$ cat src/rtl/mem_arb_pkg.sv
// Shared types and default sizing for the I/D refill arbiter.
package mem_arb_pkg;

    localparam int unsigned LINE_WORDS_DEF = 4;
    localparam int unsigned BEAT_W         = $clog2(LINE_WORDS_DEF);
    localparam int unsigned OFF_W          = BEAT_W + 2;

    typedef enum logic {
        ARB_IDLE  = 1'b0,
        ARB_BURST = 1'b1
    } arb_state_t;

    typedef enum logic {
        OWN_I = 1'b0,
        OWN_D = 1'b1
    } arb_owner_t;

endpackage

$ cat src/rtl/arb_rr2.sv
// Two-way round-robin pick: a lone requester wins, a tie goes to the side that did not win last.
module arb_rr2
    import mem_arb_pkg::*;
(
    input  logic       i_req,
    input  logic       d_req,
    input  arb_owner_t last_owner,
    output logic       any_c,
    output arb_owner_t pick_c
);

    always_comb begin
        any_c  = i_req | d_req;
        pick_c = OWN_I;
        if (i_req && d_req) begin
            pick_c = (last_owner == OWN_I) ? OWN_D : OWN_I;
        end else if (d_req) begin
            pick_c = OWN_D;
        end
    end

endmodule

$ cat src/rtl/mem_refill_arbiter.sv
// Shares one word-wide memory port between I-cache refills and D-cache refills/write-backs,
// granting whole-line bursts round-robin and steering beat data back to the owner.
module mem_refill_arbiter
    import mem_arb_pkg::*;
#(
    parameter int unsigned ADDR_W     = 32,
    parameter int unsigned DATA_W     = 32,
    parameter int unsigned LINE_WORDS = LINE_WORDS_DEF,
    localparam int unsigned BEAT_BITS = $clog2(LINE_WORDS),
    localparam int unsigned OFF_BITS  = BEAT_BITS + 2
) (
    input  logic                 clk,
    input  logic                 rst,
    input  logic                 i_req,
    input  logic [ADDR_W-1:0]    i_addr,
    output logic                 i_gnt,
    output logic                 i_rvalid,
    output logic [BEAT_BITS-1:0] i_beat,
    output logic [DATA_W-1:0]    i_rdata,
    output logic                 i_done,
    input  logic                 d_req,
    input  logic                 d_we,
    input  logic [ADDR_W-1:0]    d_addr,
    input  logic [DATA_W-1:0]    d_wdata,
    output logic                 d_gnt,
    output logic                 d_rvalid,
    output logic [BEAT_BITS-1:0] d_beat,
    output logic [DATA_W-1:0]    d_rdata,
    output logic                 d_done,
    output logic                 mem_req,
    output logic                 mem_we,
    output logic [ADDR_W-1:0]    mem_addr,
    output logic [DATA_W-1:0]    mem_wdata,
    input  logic                 mem_ready,
    input  logic [DATA_W-1:0]    mem_rdata,
    output logic                 busy
);

    localparam int unsigned LINE_W = ADDR_W - OFF_BITS;
    localparam logic [BEAT_BITS-1:0] LAST_BEAT = BEAT_BITS'(LINE_WORDS - 1);

    arb_state_t           state;
    arb_owner_t           owner;
    arb_owner_t           last_owner;
    arb_owner_t           pick_c;
    logic                 any_c;
    logic                 we_q;
    logic [LINE_W-1:0]    line_q;
    logic [BEAT_BITS-1:0] beat;

    logic [LINE_W-1:0]    req_line_c;
    logic                 own_i_c;
    logic                 own_d_c;
    logic                 last_c;
    logic                 unused_offsets;

    assign unused_offsets = ^{i_addr[OFF_BITS-1:0], d_addr[OFF_BITS-1:0]};

    arb_rr2 u_rr (
        .i_req      (i_req),
        .d_req      (d_req),
        .last_owner (last_owner),
        .any_c      (any_c),
        .pick_c     (pick_c)
    );

    // Read data and beat handshakes are same-cycle with mem_ready, so they are steered combinationally.
    always_comb begin
        req_line_c = (pick_c == OWN_D) ? d_addr[ADDR_W-1:OFF_BITS] : i_addr[ADDR_W-1:OFF_BITS];
        own_i_c    = (state == ARB_BURST) && (owner == OWN_I);
        own_d_c    = (state == ARB_BURST) && (owner == OWN_D);
        last_c     = mem_ready && (beat == LAST_BEAT);

        i_rvalid   = own_i_c && mem_ready;
        i_rdata    = i_rvalid ? mem_rdata : '0;
        i_beat     = own_i_c ? beat : '0;
        i_done     = own_i_c && last_c;

        d_rvalid   = own_d_c && !we_q && mem_ready;
        d_rdata    = d_rvalid ? mem_rdata : '0;
        d_beat     = own_d_c ? beat : '0;
        d_done     = own_d_c && last_c;

        mem_wdata  = (own_d_c && we_q) ? d_wdata : '0;
    end

    // Burst FSM with beat counter, owner/line capture and registered port controls.
    always_ff @(posedge clk) begin
        if (rst) begin
            state      <= ARB_IDLE;
            owner      <= OWN_I;
            last_owner <= OWN_I;
            we_q       <= 1'b0;
            line_q     <= '0;
            beat       <= '0;
            i_gnt      <= 1'b0;
            d_gnt      <= 1'b0;
            mem_req    <= 1'b0;
            mem_we     <= 1'b0;
            mem_addr   <= '0;
            busy       <= 1'b0;
        end else begin
            i_gnt <= 1'b0;
            d_gnt <= 1'b0;
            case (state)
                ARB_IDLE: begin
                    if (any_c) begin
                        state      <= ARB_BURST;
                        owner      <= pick_c;
                        last_owner <= pick_c;
                        we_q       <= (pick_c == OWN_D) && d_we;
                        line_q     <= req_line_c;
                        beat       <= '0;
                        i_gnt      <= (pick_c == OWN_I);
                        d_gnt      <= (pick_c == OWN_D);
                        mem_req    <= 1'b1;
                        mem_we     <= (pick_c == OWN_D) && d_we;
                        mem_addr   <= {req_line_c, BEAT_BITS'(0), 2'b00};
                        busy       <= 1'b1;
                    end
                end
                ARB_BURST: begin
                    if (mem_ready) begin
                        if (beat == LAST_BEAT) begin
                            state    <= ARB_IDLE;
                            beat     <= '0;
                            we_q     <= 1'b0;
                            mem_req  <= 1'b0;
                            mem_we   <= 1'b0;
                            mem_addr <= '0;
                            busy     <= 1'b0;
                        end else begin
                            beat     <= beat + BEAT_BITS'(1);
                            mem_addr <= {line_q, beat + BEAT_BITS'(1), 2'b00};
                        end
                    end
                end
                default: state <= ARB_IDLE;
            endcase
        end
    end

endmodule

$ cat config.mk
export PLATFORM = sky130hd
export DESIGN_NAME = mem_refill_arbiter
export DESIGN_NICKNAME = d
export VERILOG_FILES = /design/src/rtl/mem_arb_pkg.sv /design/src/rtl/arb_rr2.sv /design/src/rtl/mem_refill_arbiter.sv
export SDC_FILE = /design/constraint.sdc
export NUM_CORES = 1
export LEC_CHECK = 0
export ABC_AREA = 1
export BUFFER_PORTS_ARGS = -buffer_cell sky130_fd_sc_hd__buf_2
export CAP_MARGIN = 5
export CORE_AREA = 2 2 106 108
export CTS_BUF_LIST = sky130_fd_sc_hd__clkbuf_8 sky130_fd_sc_hd__clkbuf_16
export DETAILED_ROUTE_END_ITERATION = 16
export DIE_AREA = 0 0 108 110
export GPL_TIMING_DRIVEN = 0
export PLACE_DENSITY = 0.77
export SLEW_MARGIN = 20
export SYNTH_ARGS = -nofsm -noshare
export SYNTH_HDL_FRONTEND = slang
export SYNTH_HIERARCHICAL = 1
export SYNTH_SLANG_ARGS = --single-unit
$ cat constraint.sdc
create_clock -name clk -period 2.36 [get_ports clk]
set_input_delay 0.118 -clock clk [delete_from_list [all_inputs] [get_ports clk]]
set_output_delay 0.118 -clock clk [all_outputs]
set_load 0.005 [all_outputs]
Word level (Yosys, flattened, before mapping)
Cells that the tools add are included.
Word-level totals
  register bits: 68
  bits of input ports: 134
  output and inout port bits: 141
Operators by class
  reductions and logical operators: 16
  multiplexer cells: 27
  add/subtract/negate cells: 1
  bitwise logic cells: 5
  equal/unequal tests: 4
Operators by type and width (count)
  $mux W32: 6
  $pmux W32 S2: 1
  $mux W28: 1
  $logic_and A1 B1 Y1: 11
  $mux W1: 10
  $mux W2: 5
  $pmux W1 S2: 3
  $ne A2 B2 Y1 const B: 2
  $not A1 Y1: 4
  $pmux W2 S2: 1
  $reduce_and A2 Y1: 2
  $reduce_and A3 Y1: 1
  $reduce_or A3 Y1: 1
  $add A2 B1 Y2 const B: 1
  $eq A2 B2 Y1 const B: 1
  $ne A2 B1 Y1 const B: 1
  $logic_not A1 Y1: 1
  $or A1 B1 Y1: 1

Depth between registers and ports, before layout
Gate-level depths: netlist of run 1.
  depth in word-level cells: 5
  mapped depth: 8
  gate-level depth less buffers: 7

Hierarchy
Netlist of run 1, hierarchy kept.
By module, submodules not included
  mem_refill_arbiter: cells each 621, instances 1, area an instance 3617.2 sq um
  arb_rr2: cells each 3, instances 1, area an instance 15.0 sq um

Least setup slack after synthesis of run 1
No wires, ideal clock.
  kind: reg2reg
  start: register beat[0]
  end: register mem_addr[26]
  library setup time: 0.117 ns
  period minus slack after synthesis: 1.387 ns
  arrival time: 1.270 ns
  path buffers: 1
  cell stages (with the launch flop): 8
  slack: 0.973 ns
  cell sequence: dfxtp_1 ha_1 clkinv_1 clkbuf_1 nand3_1 nand2_1 a21oi_1 nor2_1
On the way
  longest elaborated chain between the ends: 4
Ends and longest elaborated chain
  start, declared: line mem_refill_arbiter.sv:49  | logic [BEAT_BITS-1:0] beat;
  start signal, assigned: line mem_refill_arbiter.sv:133  | beat <= beat + BEAT_BITS'(1);
  $eq A2 B2 Y1: line mem_refill_arbiter.sv:124  | if (beat == LAST_BEAT) begin
  $mux W32: line mem_refill_arbiter.sv:124
  $mux W32: line mem_refill_arbiter.sv:123  | if (mem_ready) begin
  $pmux W32 S2: line mem_refill_arbiter.sv:105  | case (state)
  end signal, assigned: line mem_refill_arbiter.sv:118  | mem_addr <= {req_line_c, BEAT_BITS'(0), 2'b00};
  end signal, assigned: line mem_refill_arbiter.sv:134  | mem_addr <= {line_q, beat + BEAT_BITS'(1), 2'b00};
  end, declared: line mem_refill_arbiter.sv:32  | output logic [ADDR_W-1:0] mem_addr,
Every way passes these cells. The select of a mux whose other input is x is not followed.
A chain may end at the register's enable or synchronous reset.

Worst setup path after layout of run 1
  start: register state
  end: output mem_wdata[24]
On the way
  longest elaborated chain between the ends: 3
Ends and longest elaborated chain
  start, declared: line mem_refill_arbiter.sv:42  | arb_state_t state;
  start signal, assigned: line mem_refill_arbiter.sv:90  | state <= ARB_IDLE;
  start signal, assigned: line mem_refill_arbiter.sv:108  | state <= ARB_BURST;
  start signal, assigned: line mem_refill_arbiter.sv:125  | state <= ARB_IDLE;
  $logic_and A1 B1 Y1: line mem_refill_arbiter.sv:71  | own_d_c = (state == ARB_BURST) && (owner == OWN_D);
  $logic_and A1 B1 Y1: line mem_refill_arbiter.sv:84  | mem_wdata = (own_d_c && we_q) ? d_wdata : '0;
  $mux W32: line mem_refill_arbiter.sv:84
  end, declared: line mem_refill_arbiter.sv:33  | output logic [DATA_W-1:0] mem_wdata,
Every way passes these cells.

==> flow_summary.yaml, run 1 <==
cts:
  max-clock-path-buffers: 2
  worstSkewPairLatency_ns: 0.35
  clkTransAtPathRegs_ns: 0.08
  cts_tree: "built"
  cts_max_level: 3
  cts_buffers: 9
  cts_hold_buf: 0
  root_buffer: "clkbuf_8"
  numClockSinks: 64
  cts-resized-gates: 0
  cts_setup_buffers: 0
logic_synthesis:
  synth_area_mm2: 0.00363
  ys_ff_latch: 64
  syn_inst: 624
  synth_common_cells: "nand2_1, nor2_1, inv_1, dfxtp_1, a21oi_1"
  synth_enable_flop_cells: 0
  synthArstFlopShare_pct: 0
  yosys_warnings: 6
  synth_top_cell_area_share_pct: 35.3
  yosysMostFrequentCell: "nand2_1"
  syn_area_per_cell_um2: 5.82
  synth_area_leaders: "dfxtp_1, nand2_1, nor2_1"
  synth.distinct_cells: 24
  yosysTopAreaCell: "dfxtp_1"
  ys.flop_type: "dfxtp_1"
  yosysSeqAreaShare_pct: 35.3
pwr:
  ir_drop_v: 0.000439
  power_uw: 3180
  p_leak_uw: 0.00327
  power.density_mw_per_mm2: 595
timing:
  finalHoldViolCount: 0
  layout_setup_ws_ns: 0.388
  setup-tns-final_ns: 0
  rsz0062_at_grt: "no"
  setup_viol: 0
  maxSlewViolCount: 0
  finalCritPeriodShare_pct: 83.5
  timing.fmax_mhz: 507
  tightest_slew_ns: 0.567
  period_minus_slack_ns: 1.97
  slew_headroom_pct: 62.2
  skew_ns: 0.0136
routing:
  avgViaCountPerCell: 4.56
  drc: 0
  drt_iter0_drc: 432
  dr.pass1.iters: 4
  wl_um: 14300
  vias: 4770
  drtAntennaViolNets: 0
  wl_per_cell_um: 13.7
floorplan:
  die-area_mm2: 0.0119
  design.core.area_mm2: 0.0107
  initial_core_util_pct: 34.0
  io-pin-count: 275
  die_y_um: 110
  die_x_um: 108
  rows: 38
critical_path:
  path_max_fanout: 10
  crit_chain: "buf_2, nand3_1, clkbuf_1, nor2_1, buf_2"
  startpoint_type: "register"
  timing.critical_path.mode_cell: "buf_2"
  critPathBufInv: 3
  worstSetupPathType: "reg2out"
  slowest_stage: "dfxtp_1"
  critPathMaxStageDelay_ns: 0.45
  crit_family: "buffers and inverters"
  arrival_ns: 1.85
  crit_required_ns: 2.24
  cp-end-kind: "output port"
status:
  outcome: "finished, final reports clean"
place:
  preCtsSetupSlack_ns: 0.584
  post-dp-hpwl_um: 11500
  port_buffers: 264
  gp_congestion: 0.805
worst_hold_path:
  hp-class: "in2reg"
global_routing:
  grt_use_total_pct: 23.2
  grt_start_max_net_pins: 14
  grt_pass1_wl_um: 21600
  antenna_found_initial: 3
  grt_overflow: 0
  grt_pass1_vias: 4405
flow_run:
  drv_cap: 0
final_layout:
  final_nets: 1036
  syn_to_final_growth_pct: 47.0
  drive_above_1_share_pct: 32.8
-- report_power, final --
group | switching, µW | leakage, µW | internal (µW) | total, µW
clock network | 475 | 0.000100 | 498 | 973
registers | 72.2 | 0.000529 | 1220 | 1290
logic | 548 | 0.00264 | 369 | 916
-- cell usage in the layout (no fill, tap or decap), types with 5 or more instances in the layout --
cell type    n
a21oi_1     48
buf_2      270
buf_4        5
clkbuf_1    27
clkbuf_8     9
dfxtp_1     64
inv_1       77
nand2_1    156
nand3_1     32
nor2_1     144
o21ai_0     34
o21ai_1      7
-- area by class of cell --
type	instances	area, µm²
clock inverter	7	81.3
inverter	80	300
multi-input combinational	438	1850
buffer	43	203
antenna	1	2.50
clock buffer	9	124
timing repair buffer	264	1320
tap	140	175
fill	1146	5360
sequential	64	1280
-- worst reg2reg max path: cells and delay by family (launching register included) --
family | cells | cell delay [ns]
AO/OA/AOI/OAI | 1 | 0.16
adder cells (fa/ha/maj) | 1 | 0.25
buffers and inverters | 2 | 0.57
flip-flops | 1 | 0.45
AND/OR/NAND/NOR | 3 | 0.26
-- per-layer routing --
metal | share of wire [%] | wire length (µm) | vias to the layer above | GRT usage, %
met3 | 8.2 | 1180 | 23 | 6.41
met5 | 0.16 | 23 | - | 0
li1 | - | - | 2446 | -
met4 | 1.4 | 203 | 4 | 6.96
met2 | 50 | 7130 | 178 | 42.5
met1 | 40 | 5740 | 2119 | 26.4
-- registers in the layout (all words and copies together), names as in the netlist --
signal	flops
busy	1
line_q	28
last_owner	1
i_gnt	1
state	1
we_q	1
mem_addr	29
beat	1
d_gnt	1
-- worst paths after layout --
path                                 from  slack [ns]  depth (start not counted)             to
worst max-delay path                state        0.39                          5  mem_wdata[24]
worst min-delay path                 d_we        0.13                          4           we_q
worst max register to register    beat[0]        0.57                          7    mem_addr[8]
worst min register to register  line_q[7]        0.47                          2      line_q[7]
-- kinds of logic (layout without fill, tap and decap cells) --
family	count (synthesis)	after routing	share of synthesized area (%)
adders and majority gates	2	2	0.689
AOI/OAI and AO/OA	95	95	13.4
DFF	64	64	35.3
and+or+nand+nor	339	339	36.7
other	1	3	0.103
buffers and inverters	123	403	13.8
-- metrics by stage --
step	hold WS, ns	area, µm²	std cells	utilization [%]
floorplan	0.307	3640	625	-
global placement	0.453	5130	1029	48.0
detailed placement	0.457	5130	1029	48.0
CTS	0.119	5340	1045	49.9
global route	0.146	5340	1046	49.9
finish	0.132	5340	1046	49.9
No activity file was read; power rests on OpenSTA's default activity.
==> run 2: changes to the inputs <==
ABC_AREA = 0   (was 1)
PLACE_DENSITY = 0.79   (was 0.77)
clock period = 1.6 ns   (was 2.36 ns; I/O delays follow)
==> run 2 against run 1 <==
- combinational power grew 23%
- critical path depth increased by 2
- core utilization rose by 6.5 points
- sequential cell count is the same
- largest power group unchanged
==> flow_summary.yaml, run 2 <==
global_routing:
  grt_use_total_pct: 20.0
  antenna_found_initial: 0
  grt_pass1_wl_um: 18300
  grt_overflow: 0
  grt_start_max_net_pins: 12
  grt_pass1_vias: 3561
final_layout:
  fin_cells: 826
  syn_to_final_growth_pct: 69.9
  mostFrequentLayoutCells: "buf_2, and2_1, dfxtp_1"
  postLayoutCoreUtil_pct: 56.4
  largest_reg_flops: 29
  design_area_mm2: 0.00603
  layout.cells.most_common: "buf_2"
  antenna_cells: 0
  drive_above_1_share_pct: 59.6
  final_nets: 817
  reg_top3: "mem_addr (29), line_q (28)"
  top_register: "mem_addr"
place:
  dp_cells: 792
  gp_congestion: 0.816
  port_buffers: 263
  post-dp-hpwl_um: 10100
  post_dp_cell_area_mm2: 0.00505
  preCtsSetupSlack_ns: -0.139
logic_synthesis:
  yosysSeqAreaShare_pct: 36.1
  synth_top_cell_area_share_pct: 36.1
  synthArstFlopShare_pct: 0
  syn_area_per_cell_um2: 9.15
  synth_area_mm2: 0.00355
  yosysMostFrequentCell: "and2_1"
  synth_enable_flop_cells: 0
  ys.flop_type: "dfxtp_1"
  ys_ff_latch: 64
  syn_inst: 388
  synth.distinct_cells: 36
  synth_area_leaders: "dfxtp_1, and2_1, mux2i_1"
  synth_common_cells: "and2_1, dfxtp_1, nor2_1, mux2i_1, o2bb2ai_1"
  yosysTopAreaCell: "dfxtp_1"
  yosys_warnings: 6
pwr:
  ir_drop_v: 0.000582
  power.density_mw_per_mm2: 741
  p_leak_uw: 0.00306
cts:
  max-clock-path-buffers: 2
  clkTransAtPathRegs_ns: 0.07
  cts_buffers: 9
  root_buffer: "clkbuf_8"
  cts_max_level: 3
  cts_tree: "built"
  worstSkewPairLatency_ns: 0.34
  numClockSinks: 64
routing:
  wl_um: 13800
  drc: 0
  drtAntennaViolNets: 0
  wl_per_cell_um: 16.7
  vias: 4000
  avgViaCountPerCell: 4.84
  drt_iter0_drc: 208
  dr.pass1.iters: 4
critical_path:
  rr_worst_depth: 8
  crit_required_ns: 1.52
  startpoint_type: "register"
  cp-end-kind: "output port"
  ff2ff_setup_slack_ns: 0.02
  reg2reg_from: "state"
  path_max_fanout: 8
  r2r_end: "line_q[18]"
  arrival_ns: 1.50
  worstSetupPathType: "reg2out"
timing:
  setup_viol: 0
  skew_ns: 0.00404
  period_minus_slack_ns: 1.58
  layout_setup_ws_ns: 0.0151
  timing.fmax_mhz: 631
  rsz0062_at_grt: "yes"
  finalHoldViolCount: 0
  slew_headroom_pct: 53.8
  setup-tns-final_ns: 0
  finalCritPeriodShare_pct: 99.1
  tightest_slew_ns: 0.694
  maxSlewViolCount: 0
worst_hold_path:
  min_delay_path_depth: 3
  min_to: "line_q[5]"
  hp-class: "in2reg"
  min_from: "i_addr[9]"
floorplan:
  die-area_mm2: 0.0119
  design.core.area_mm2: 0.0107
  initial_core_util_pct: 33.2
  die_y_um: 110
  die_x_um: 108
  io-pin-count: 275
  rows: 38
status:
  outcome: "finished, final reports clean"
flow_run:
  drv_cap: 0
[run 2: cell count changes after synthesis, moves of 10 or more]
| cell | before | now |
|---|---|---|
| a21oi_1 | 48 | 7 |
| mux2i_1 | 0 | 27 |
| nand2_1 | 156 | 6 |
| nor2_1 | 144 | 32 |
| nand3_1 | 32 | 4 |
| a211oi_1 | 0 | 15 |
| and2_1 | 4 | 98 |
| o2bb2ai_1 | 0 | 26 |
| clkbuf_1 | 27 | 13 |
| a2bb2oi_1 | 0 | 24 |
| inv_1 | 77 | 2 |
| a211oi_2 | 0 | 10 |
| o21ai_0 | 34 | 0 |
[run 2: worst max path at each step]
stage | startpoint | end | slack (ns) | cells after the start
after CTS | last_owner | i_rdata[23] | -0.008 | 7
after global routing | state | i_rdata[3] | -0.06 | 7
final | last_owner | i_rdata[3] | 0.02 | 7
after detailed placement | last_owner | mem_addr[18] | -0.14 | 6
after floorplan | last_owner | mem_addr[10] | 0.22 | 6
after global placement | last_owner | d_rdata[3] | -0.11 | 6
[run 2: metrics by stage]
step	total power (µW)	hold slack, ns
floorplan	2340	0.241
global placement	2740	0.361
detailed placement	2750	0.360
CTS	4350	0.0301
global route	4660	0.0333
finish	4470	0.0369
[run 2: critical path, stage by stage (launching register included)]
cell and delay [ns]:
dfxtp_2 0.32, buf_6 0.12, buf_6 0.11, nor2_4 0.10, buf_12 0.14, clkbuf_8 0.13
and2_1 0.13, buf_2 0.11
[run 2: power breakdown]
| part | switching, µW | total (µW) | internal [µW] | leakage, µW |
|---|---|---|---|---|
| sequential | 79.4 | 1810 | 1730 | 0.000531 |
| combinational | 529 | 1130 | 600 | 0.00242 |
| clock | 622 | 1530 | 911 | 0.000110 |
| total | 1230 | 4470 | 3240 | 0.00306 |
[run 2: final cells by class]
class / instances / area [µm²]
Clock buffer: 10 / 138
Inverter: 2 / 7.51
Timing Repair Buffer: 281 / 1690
Multi-Input combinational cell: 282 / 2290
Buffer: 41 / 363
Clock inverter: 6 / 83.8
Tap cell: 140 / 175
Fill cell: 924 / 4660
Sequential cell: 64 / 1290
[run 2: logic make-up (layout without fill, tap and decap cells)]
logic type	after synthesis	in the layout	synth area share (%)
buffers and inverters	43	340	6.94
AOI/OAI and AO/OA	92	92	22.3
other	1	2	0.106
muxes	30	30	8.67
and+or+nand+nor	156	156	25.2
DFF	64	64	36.1
adders and majority gates	2	2	0.705
[run 2: timing repair]
item / CTS / global route
hold buffers: 1 / 0
buffers inserted: 6 / 6
pin swaps: 3 / 14
hold endpoints to repair: 1 / 0
setup endpoints to repair: 115 / 145
resized for setup: 52 / 103
gates cloned: 4 / 1
[run 2: per-layer routing]
metal / track usage (%) / share of wire (%) / vias up
li1: - / - / 1956
met1: 26.9 / 42 / 1865
met2: 30.7 / 48 / 161
met3: 6.29 / 8.4 / 18
met4: 6.14 / 1.7 / 0
met5: 0 / 0 / -
